### config.mk
export PLATFORM = sky130hd
export DESIGN_NAME = poly_bank_io
export DESIGN_NICKNAME = d
export VERILOG_FILES = /design/src/rtl/poly_bank_io.sv
export SDC_FILE = /design/constraint.sdc
export NUM_CORES = 1
export LEC_CHECK = 0
export CAP_MARGIN = 20
export CORE_ASPECT_RATIO = 0.5
export CORE_UTILIZATION = 50
export CTS_CLUSTER_SIZE = 24
export DETAILED_ROUTE_END_ITERATION = 8
export DONT_BUFFER_PORTS = 1
export PLACE_DENSITY = 0.68
export SETUP_SLACK_MARGIN = 0.05
export SYNTH_ARGS = -nofsm -noshare
export SYNTH_HDL_FRONTEND = slang
export SYNTH_SLANG_ARGS = --single-unit
### constraint.sdc
create_clock -name clk -period 3.3 [get_ports clk]
set_input_delay 0.495 -clock clk [delete_from_list [all_inputs] [get_ports clk]]
set_output_delay 0.495 -clock clk [all_outputs]
set_load 0.05 [all_outputs]
### src/rtl/poly_bank_io.sv
// poly_bank_io: host loader/unloader for the two-bank coefficient memory.
// Coefficient i lives in bank i[0] at address {region, i[7:1]}.
//
// state  | meaning
// IDLE   | waiting for start_load / start_unload
// LOAD   | accepting input beats, one bank write per accepted beat
// UNLOAD | issuing bank reads, streaming results out in natural order
// FIN    | one-cycle done pulse, then back to IDLE
//
// The output FIFO is fall-through: a word arriving from the banks is visible
// at the head in the same cycle when the FIFO is empty. This keeps the
// issue-to-pop loop at two cycles, so two credits sustain one beat per cycle.
module poly_bank_io #(
  parameter int DATA_W = 12,
  parameter int N      = 256,
  parameter int RD_LAT = 1
) (
  input  logic              clk,
  input  logic              reset,
  input  logic              start_load,
  input  logic              start_unload,
  input  logic              region,
  output logic              busy,
  output logic              done,
  input  logic              s_valid,
  output logic              s_ready,
  input  logic [DATA_W-1:0] s_data,
  output logic              m_valid,
  input  logic              m_ready,
  output logic [DATA_W-1:0] m_data,
  output logic [7:0]        mem_waddr,
  output logic [DATA_W-1:0] mem_wdata,
  output logic              mem_wen0,
  output logic              mem_wen1,
  output logic [7:0]        mem_raddr,
  input  logic [DATA_W-1:0] mem_rdata0,
  input  logic [DATA_W-1:0] mem_rdata1
);

  typedef enum logic [1:0] {IDLE, LOAD, UNLOAD, FIN} state_t;

  localparam logic [8:0] TERM = 9'(N);
  localparam logic [8:0] LAST = TERM - 9'd1;

  state_t            state;
  logic              region_q;
  logic [8:0]        cnt;
  logic [8:0]        ocnt;
  logic [RD_LAT:0]   pv;
  logic [RD_LAT:0]   ps;
  logic [DATA_W-1:0] f_data [2];
  logic [1:0]        f_cnt;

  logic              accept;
  logic              arrive;
  logic [DATA_W-1:0] bus_data;
  logic              pop;
  logic              pop_fifo;
  logic              push;
  logic              widx;
  logic [3:0]        in_flight;
  logic [3:0]        level;
  logic              issue;

  assign busy     = (state == LOAD) || (state == UNLOAD);
  assign done     = (state == FIN);
  assign s_ready  = (state == LOAD) && (cnt != TERM);
  assign accept   = s_valid && s_ready;
  assign arrive   = (state == UNLOAD) && pv[RD_LAT];
  assign bus_data = ps[RD_LAT] ? mem_rdata1 : mem_rdata0;
  assign m_valid  = (state == UNLOAD) && ((f_cnt != 2'd0) || arrive);
  assign m_data   = (f_cnt != 2'd0) ? f_data[0] : (arrive ? bus_data : '0);
  assign pop      = m_valid && m_ready;
  assign pop_fifo = pop && (f_cnt != 2'd0);
  assign push     = arrive && !(pop && (f_cnt == 2'd0));
  assign widx     = (f_cnt == 2'd1) && !pop_fifo;

  // Read credit: reads still in the bank pipeline plus words held or arriving,
  // less the word leaving this cycle, must stay below the FIFO depth.
  always_comb begin
    in_flight = '0;
    for (int k = 0; k < RD_LAT; k++) in_flight = in_flight + 4'(pv[k]);
    level = in_flight + 4'(f_cnt) + 4'(arrive) - 4'(pop);
    issue = (state == UNLOAD) && (cnt != TERM) && (level < 4'd2);
  end

  // Sequencer state, counters, write/read ports and output FIFO.
  always_ff @(posedge clk) begin
    if (reset) begin
      state     <= IDLE;
      region_q  <= 1'b0;
      cnt       <= '0;
      ocnt      <= '0;
      pv        <= '0;
      ps        <= '0;
      f_data[0] <= '0;
      f_data[1] <= '0;
      f_cnt     <= '0;
      mem_waddr <= '0;
      mem_wdata <= '0;
      mem_wen0  <= 1'b0;
      mem_wen1  <= 1'b0;
      mem_raddr <= '0;
    end else begin
      mem_wen0 <= 1'b0;
      mem_wen1 <= 1'b0;
      pv       <= {pv[RD_LAT-1:0], issue};
      ps       <= {ps[RD_LAT-1:0], cnt[0]};
      if (pop_fifo) f_data[0] <= f_data[1];
      if (push) f_data[widx] <= bus_data;
      f_cnt <= f_cnt - {1'b0, pop_fifo} + {1'b0, push};

      case (state)
        IDLE: begin
          if (start_load) begin
            state    <= LOAD;
            region_q <= region;
            cnt      <= '0;
          end else if (start_unload) begin
            state    <= UNLOAD;
            region_q <= region;
            cnt      <= '0;
            ocnt     <= '0;
          end
        end
        LOAD: begin
          if (accept) begin
            mem_waddr <= {region_q, cnt[7:1]};
            mem_wdata <= s_data;
            mem_wen0  <= ~cnt[0];
            mem_wen1  <= cnt[0];
            cnt       <= cnt + 9'd1;
            if (cnt == LAST) state <= FIN;
          end
        end
        UNLOAD: begin
          if (issue) begin
            mem_raddr <= {region_q, cnt[7:1]};
            cnt       <= cnt + 9'd1;
          end
          if (pop) begin
            ocnt <= ocnt + 9'd1;
            if (ocnt == LAST) begin
              state     <= FIN;
              mem_raddr <= '0;
            end
          end
        end
        FIN:     state <= IDLE;
        default: state <= IDLE;
      endcase
    end
  end

endmodule
==> Word-level counts from Yosys, hierarchy flattened <==
Memories as Yosys holds them, arrays and structs flattened.
Index checks and enable logic that the tools add are counted.
{ "totals": {"ff_bits": 57, "mem_bits_rw": 24, "in_bits": 43, "out_inout_bits": 46, "word_cells": 103, "n_memories": 1} }
{ "mem_list": {"columns": ["memory", "depth", "word_bits", "read_ports", "rd_ports_with_merged_regs", "write_ports", "line_no", "text"], "rows": [
  ["f_data", 2, 12, 2, 0, 2, "51", "logic [DATA_W-1:0] f_data [2];"]
]} }
{ "classes": {"n_addsub": 7, "magnitude_cmp": 1, "n_eq_ne": 15, "n_mux": 35, "n_bitwise": 4, "reduce_logical": 28} }
{ "ops": {"columns": ["op", "n"], "rows": [
  ["$mux W12", 5],
  ["$mux W9", 6],
  ["$pmux W9 S3", 1],
  ["$mux W8", 3],
  ["$add A9 B1 Y9 const B", 2],
  ["$eq A9 B8 Y1 const B", 2],
  ["$pmux W9 S2", 1],
  ["$mux W1", 12],
  ["$mux W2", 6],
  ["$reduce_or A12 Y1", 1],
  ["$logic_and A1 B1 Y1", 11],
  ["$ne A2 B2 Y1 const B", 5],
  ["$ne A9 B9 Y1 const B", 1],
  ["$pmux W2 S4", 1],
  ["$reduce_and A4 Y1", 2],
  ["$reduce_bool A2 Y1", 3],
  ["$reduce_and A5 Y1", 1],
  ["$add A3 B1 Y4", 1],
  ["$eq A2 B1 Y1 const B", 2],
  ["$eq A2 B2 Y1 const B", 2],
  ["$logic_not A2 Y1", 2],
  ["$lt A4 B2 Y1 const B", 1],
  ["$ne A2 B1 Y1 const B", 2],
  ["$reduce_and A2 Y1", 2],
  ["other kinds (11)", 15]
]} }

==> Logic depth before layout (Yosys ltp) <==
{ "depth": {"word_depth": 13, "depth_mapped": 16} }

==> Worst setup path before layout <==
OpenSTA, ideal clock, no wires.
{ "synth_path": {"kind": "register to register", "startpoint": "reg state[0]", "endpoint": "reg cnt[1]", "arrival_time_ns": 3.475, "required_time_ns": 3.213, "setup_slack_ns": -0.263, "stages_incl_launch_ff": 16, "synth_period_minus_slack_ns": 3.563, "cell_sequence": "dfxtp_1 > inv_1 > ha_1 > clkbuf_1 > o311ai_0 > inv_1 > ha_1 > inv_1 > ha_1 > a21o_1 > fa_1 > xnor2_1 > a2111oi_4 > a21oi_4 > or4_1 > o31ai_1"} }
{ "synth_between": {"elab_chain_cells": 10} }
{ "synth_lines": {"columns": ["item", "line_no", "text"], "rows": [
  ["start, declared", "45", "state_t state;"],
  ["start signal, assigned", "90", "state <= IDLE;"],
  ["start signal, assigned", "116", "state <= LOAD;"],
  ["start signal, assigned", "120", "state <= UNLOAD;"],
  ["branches (longest 10 deep; another with $add A3 B1 Y4)", null, null],
  ["end signal, assigned", "132", "cnt <= cnt + 9'd1;"],
  ["end signal, assigned", "139", "cnt <= cnt + 9'd1;"],
  ["end, declared", "47", "logic [8:0] cnt;"]
]} }
Several ways; the timed one is not identified.
A chain may end at the register's enable or synchronous reset.

==> Worst setup path in the final report <==
{ "layout_path": {"startpoint": "reg pv[1]", "endpoint": "reg cnt[8]"} }
{ "layout_between": {"elab_chain_cells": 9} }
{ "layout_lines": {"columns": ["item", "line_no", "text"], "rows": [
  ["start, declared", "49", "logic [RD_LAT:0] pv;"],
  ["start signal, assigned", "107", "pv <= {pv[RD_LAT-1:0], issue};"],
  ["$logic_and A1 B1 Y1 (*)", "69", "assign arrive = (state == UNLOAD) && pv[RD_LAT];"],
  ["branches (longest 3 deep; another with $add A3 B1 Y4)", null, null],
  ["$sub A4 B1 Y4 (*)", "83", "level = in_flight + 4'(f_cnt) + 4'(arrive) - 4'(pop);"],
  ["$lt A4 B2 Y1 (*)", "84", "issue = (state == UNLOAD) && (cnt != TERM) && (level < 4'd2);"],
  ["$logic_and A1 B1 Y1 (*)", "84", null],
  ["$ne A2 B2 Y1 (no source line) (*)", null, null],
  ["$reduce_and A4 Y1 (no source line) (*)", null, null]
]} }
Every way passes the cells marked *.

==> results.yml <==
run_status:
  status: "finished clean"
cells_and_area:
  nFillCells: 617
  antenna_cells: 0
  fin_nets: 489
  drive_gt1_share_pct: 17.97
  syn_to_final_growth_pct: 18.81
setup_path:
  critPathSlowestCell: "or4_4"
  worstPathRequired_ps: 3560
  cp.arrival_ps: 3500
  cp-end-kind: "flop"
  path_class: "reg2reg"
  start_kind: "flop"
  cp_top_family: "compound AO/OA/AOI/OAI gates"
  critPathMaxFanout: 5
  path_cells: "o311ai_4 -> inv_2 -> ha_4 -> inv_2 -> ha_4 -> a21o_1 -> fa_2 -> xnor2_2 -> a2111oi_4 -> buf_4 -> a21oi_4 -> or4_4 -> o31ai_4"
  critPathLaunch: "pv[1]$_SDFF_PP0_"
  r2r-end: "cnt[8]$_SDFFE_PP0P_"
  rr_startpoint: "pv[1]$_SDFF_PP0_"
  r2r_setup_slack_ps: 60
  crit_buf_inv: 3
  critPathMaxStageDelay_ps: 520
  r2r_cells: 13
sta:
  relSlewSlack_pct: 44.30
  finalHoldViolations: 0
  post-route-period-util_pct: 98.21
  max_freq_ghz: 0.3085
  fin_crit_ps: 3241
  finalMaxSlewViolations: 0
  fin_worst_skew_ps: 6.820
  tightest_slew_ps: 835.5
  rsz0062_at_grt: "yes"
  final-setup-viol-count: 0
  tns_ps: 0
floorplanning:
  io_pins: 89
  dieArea_mm2: 0.008104
  dieWidth_um: 126.3
  start_util_pct: 52.18
  die_h_um: 64.16
  rows: 22
  core_mm2: 0.007405
synth:
  synth-edff-count: 24
  synthDominantCellAreaShare_pct: 29.53
  ys_seq_area_share_pct: 48.19
  syn_nets: 469
  syn_inst: 409
  synth_cell_types: 50
  synth_area_leaders: "dfxtp_1 30%, edfxtp_1 19%, mux2i_1 7.3%"
  netlist_area_mm2: 0.003864
  synth_top_area_cell: "dfxtp_1"
  ys_async_sr_fraction_pct: 0
  ys_ff_latch: 81
  ys.flop_type: "dfxtp_1"
  ys_warn_count: 0
  postSynthAreaPerCell_um2: 9.447
drt:
  routed_via_density: 5.787
  wl_per_cell_um: 16.42
  drt-total-wl_um: 8704
  antenna_left: 0
  vias: 3067
  drc: 0
  drt_iter0_drc: 202
  dr.pass1.iters: 4
hold_path:
  hold-path-endpoint: "pv[1]$_SDFF_PP0_"
  min_from: "reset"
  whs_path_depth: 1
  hp-class: "in2reg"
placement:
  place_hpwl_um: 5845
  io_buffers: 0
  globalplace.congestion: 0.8389
power_and_ir_drop:
  power_uw: 2888
  p_per_area_mw_per_mm2: 629.0
  peakVddDrop_v: 0.0004109
  p_leak_uw: 0.001826
grt:
  grt_overflow: 0
  grt_pass1_wl_um: 13900
  grt_antenna_before_repair: 0
  grt_pass1_vias: 2831
  grt_max_degree: 55
  track_usage_pct: 22.23
clock_network:
  root_buffer: "clkbuf_16"
  clkLatencyLatePin_ps: 340
  htreeDepth: 3
  clk_pin_slew_ps: 60
  cts_tree: "yes"
  cts_made_buffers: 9
  max-clock-path-buffers: 2
  hold_buffers: 0
  cts_sinks: 81
flow_run:
  drv_cap: 0
-- sequential cells by signal, summed over array words and instances (netlist names) --
register   flops
cnt            9
f_cnt          2
f_data        24
mem_raddr      8
mem_waddr      8
mem_wdata     12
mem_wen0       1
mem_wen1       1
ocnt           9
ps             2
pv             2
region_q       1
state          2
-- logic make-up (layout without fill, tap and decap cells) --
logic type | count (synthesis) | in the layout | synth area share, %
AOI/OAI and AO/OA | 80 | 81 | 14.15
xor gates and xnor gates | 10 | 10 | 2.267
adders and majority gates | 17 | 17 | 5.699
buffers and inverters | 44 | 68 | 4.598
DFF | 81 | 81 | 48.19
muxes | 28 | 28 | 7.254
and+or+nand+nor | 149 | 149 | 17.84
-- power by group --
group	switching (µW)	total (µW)	internal, µW
combinational	401	613	212
sequential	127	1210	1080
clock	408	1060	655
total	935	2890	1950
-- per-layer routing --
metal  GRT usage, %  vias up  share of wire [%]
li1               -     1492                  -
met1          27.04     1447                 44
met2          35.29      110                 47
met3          8.961       18                6.9
met4          9.036        0                1.8
met5              0        -                  0
-- area by class of cell --
class | count | area [µm²] | share of cell area [%]
multi-input combinational | 285 | 1961 | 42.71
sequential | 81 | 1868 | 40.69
clock buffer | 11 | 264.0 | 5.751
timing repair buffer | 31 | 240.2 | 5.233
tap | 96 | 120.1 | 2.617
inverter | 21 | 78.83 | 1.717
clock inverter | 5 | 58.81 | 1.281
-- worst max-delay path by stage --
stage / slack (ps) / cells past startpoint / to
3_3_place_gp: 100 / 14 / cnt[8]$_SDFFE_PP0P_
2_1_floorplan: 30 / 15 / cnt[1]$_SDFFE_PP0P_
4_1_cts: 60 / 15 / cnt[8]$_SDFFE_PP0P_
3_5_place_dp: -60 / 14 / cnt[8]$_SDFFE_PP0P_
5_1_grt: -70 / 13 / cnt[7]$_SDFFE_PP0P_
6_report: 60 / 13 / cnt[8]$_SDFFE_PP0P_
-- cells in the final DEF (no fill, tap or decap), types with 6 or more instances in the layout --
cell type  synthesis  layout
buf_4              1      29
nor2_1            57      57
a21oi_1           10      10
clkbuf_16          0      10
nand2_1           33      32
a22oi_2            1       6
mux2i_1           28      28
dfxtp_1           57      54
and3_1             7       7
inv_1             21      18
o21ai_1            1      12
o21ai_0           30      19
xor2_1             6       6
edfxtp_1          24      24
nand3_1           24      24
ha_1              16      13
-- synthesized netlist by cell type, types with 2 or more instances --
| master | instances |
|---|---|
| a211oi_1 | 3 |
| a21o_1 | 2 |
| a21oi_1 | 10 |
| a22oi_1 | 9 |
| a31oi_1 | 3 |
| and2_1 | 2 |
| and3_1 | 7 |
| buf_1 | 3 |
| clkbuf_1 | 17 |
| dfxtp_1 | 57 |
| edfxtp_1 | 24 |
| ha_1 | 16 |
| inv_1 | 21 |
| mux2i_1 | 28 |
| nand2_1 | 33 |
| nand2b_1 | 2 |
| nand3_1 | 24 |
| nand4_1 | 5 |
| nor2_1 | 57 |
| nor2b_1 | 4 |
| nor3_1 | 5 |
| o21ai_0 | 30 |
| o311ai_0 | 6 |
| o31ai_1 | 4 |
| o41ai_1 | 3 |
| or4_1 | 2 |
| xnor2_1 | 4 |
| xor2_1 | 6 |
-- per-stage QoR --
step	std cells	hold slack, ps	area (µm²)	worst slack [ps]	util, %
final	530	222.0	4591	58.98	62.00
after global placement	504	428.4	4081	101.4	55.12
after floorplan	409	413.8	3905	26.39	-
after global routing	530	202.0	4591	-73.02	62.00
after detailed placement	504	457.9	4081	-57.65	55.12
after CTS	528	203.7	4468	58.53	60.34
-- what timing repair did --
item                                    4_1_cts  5_1_grt
buffers inserted                              7        2
hold endpoints to repair                      0        0
gates resized for setup                       3       23
endpoints found under the setup margin       14       16
pin swaps                                     3        6
gates cloned                                  1        0
Note: power is estimated with default switching activity, not from simulation.
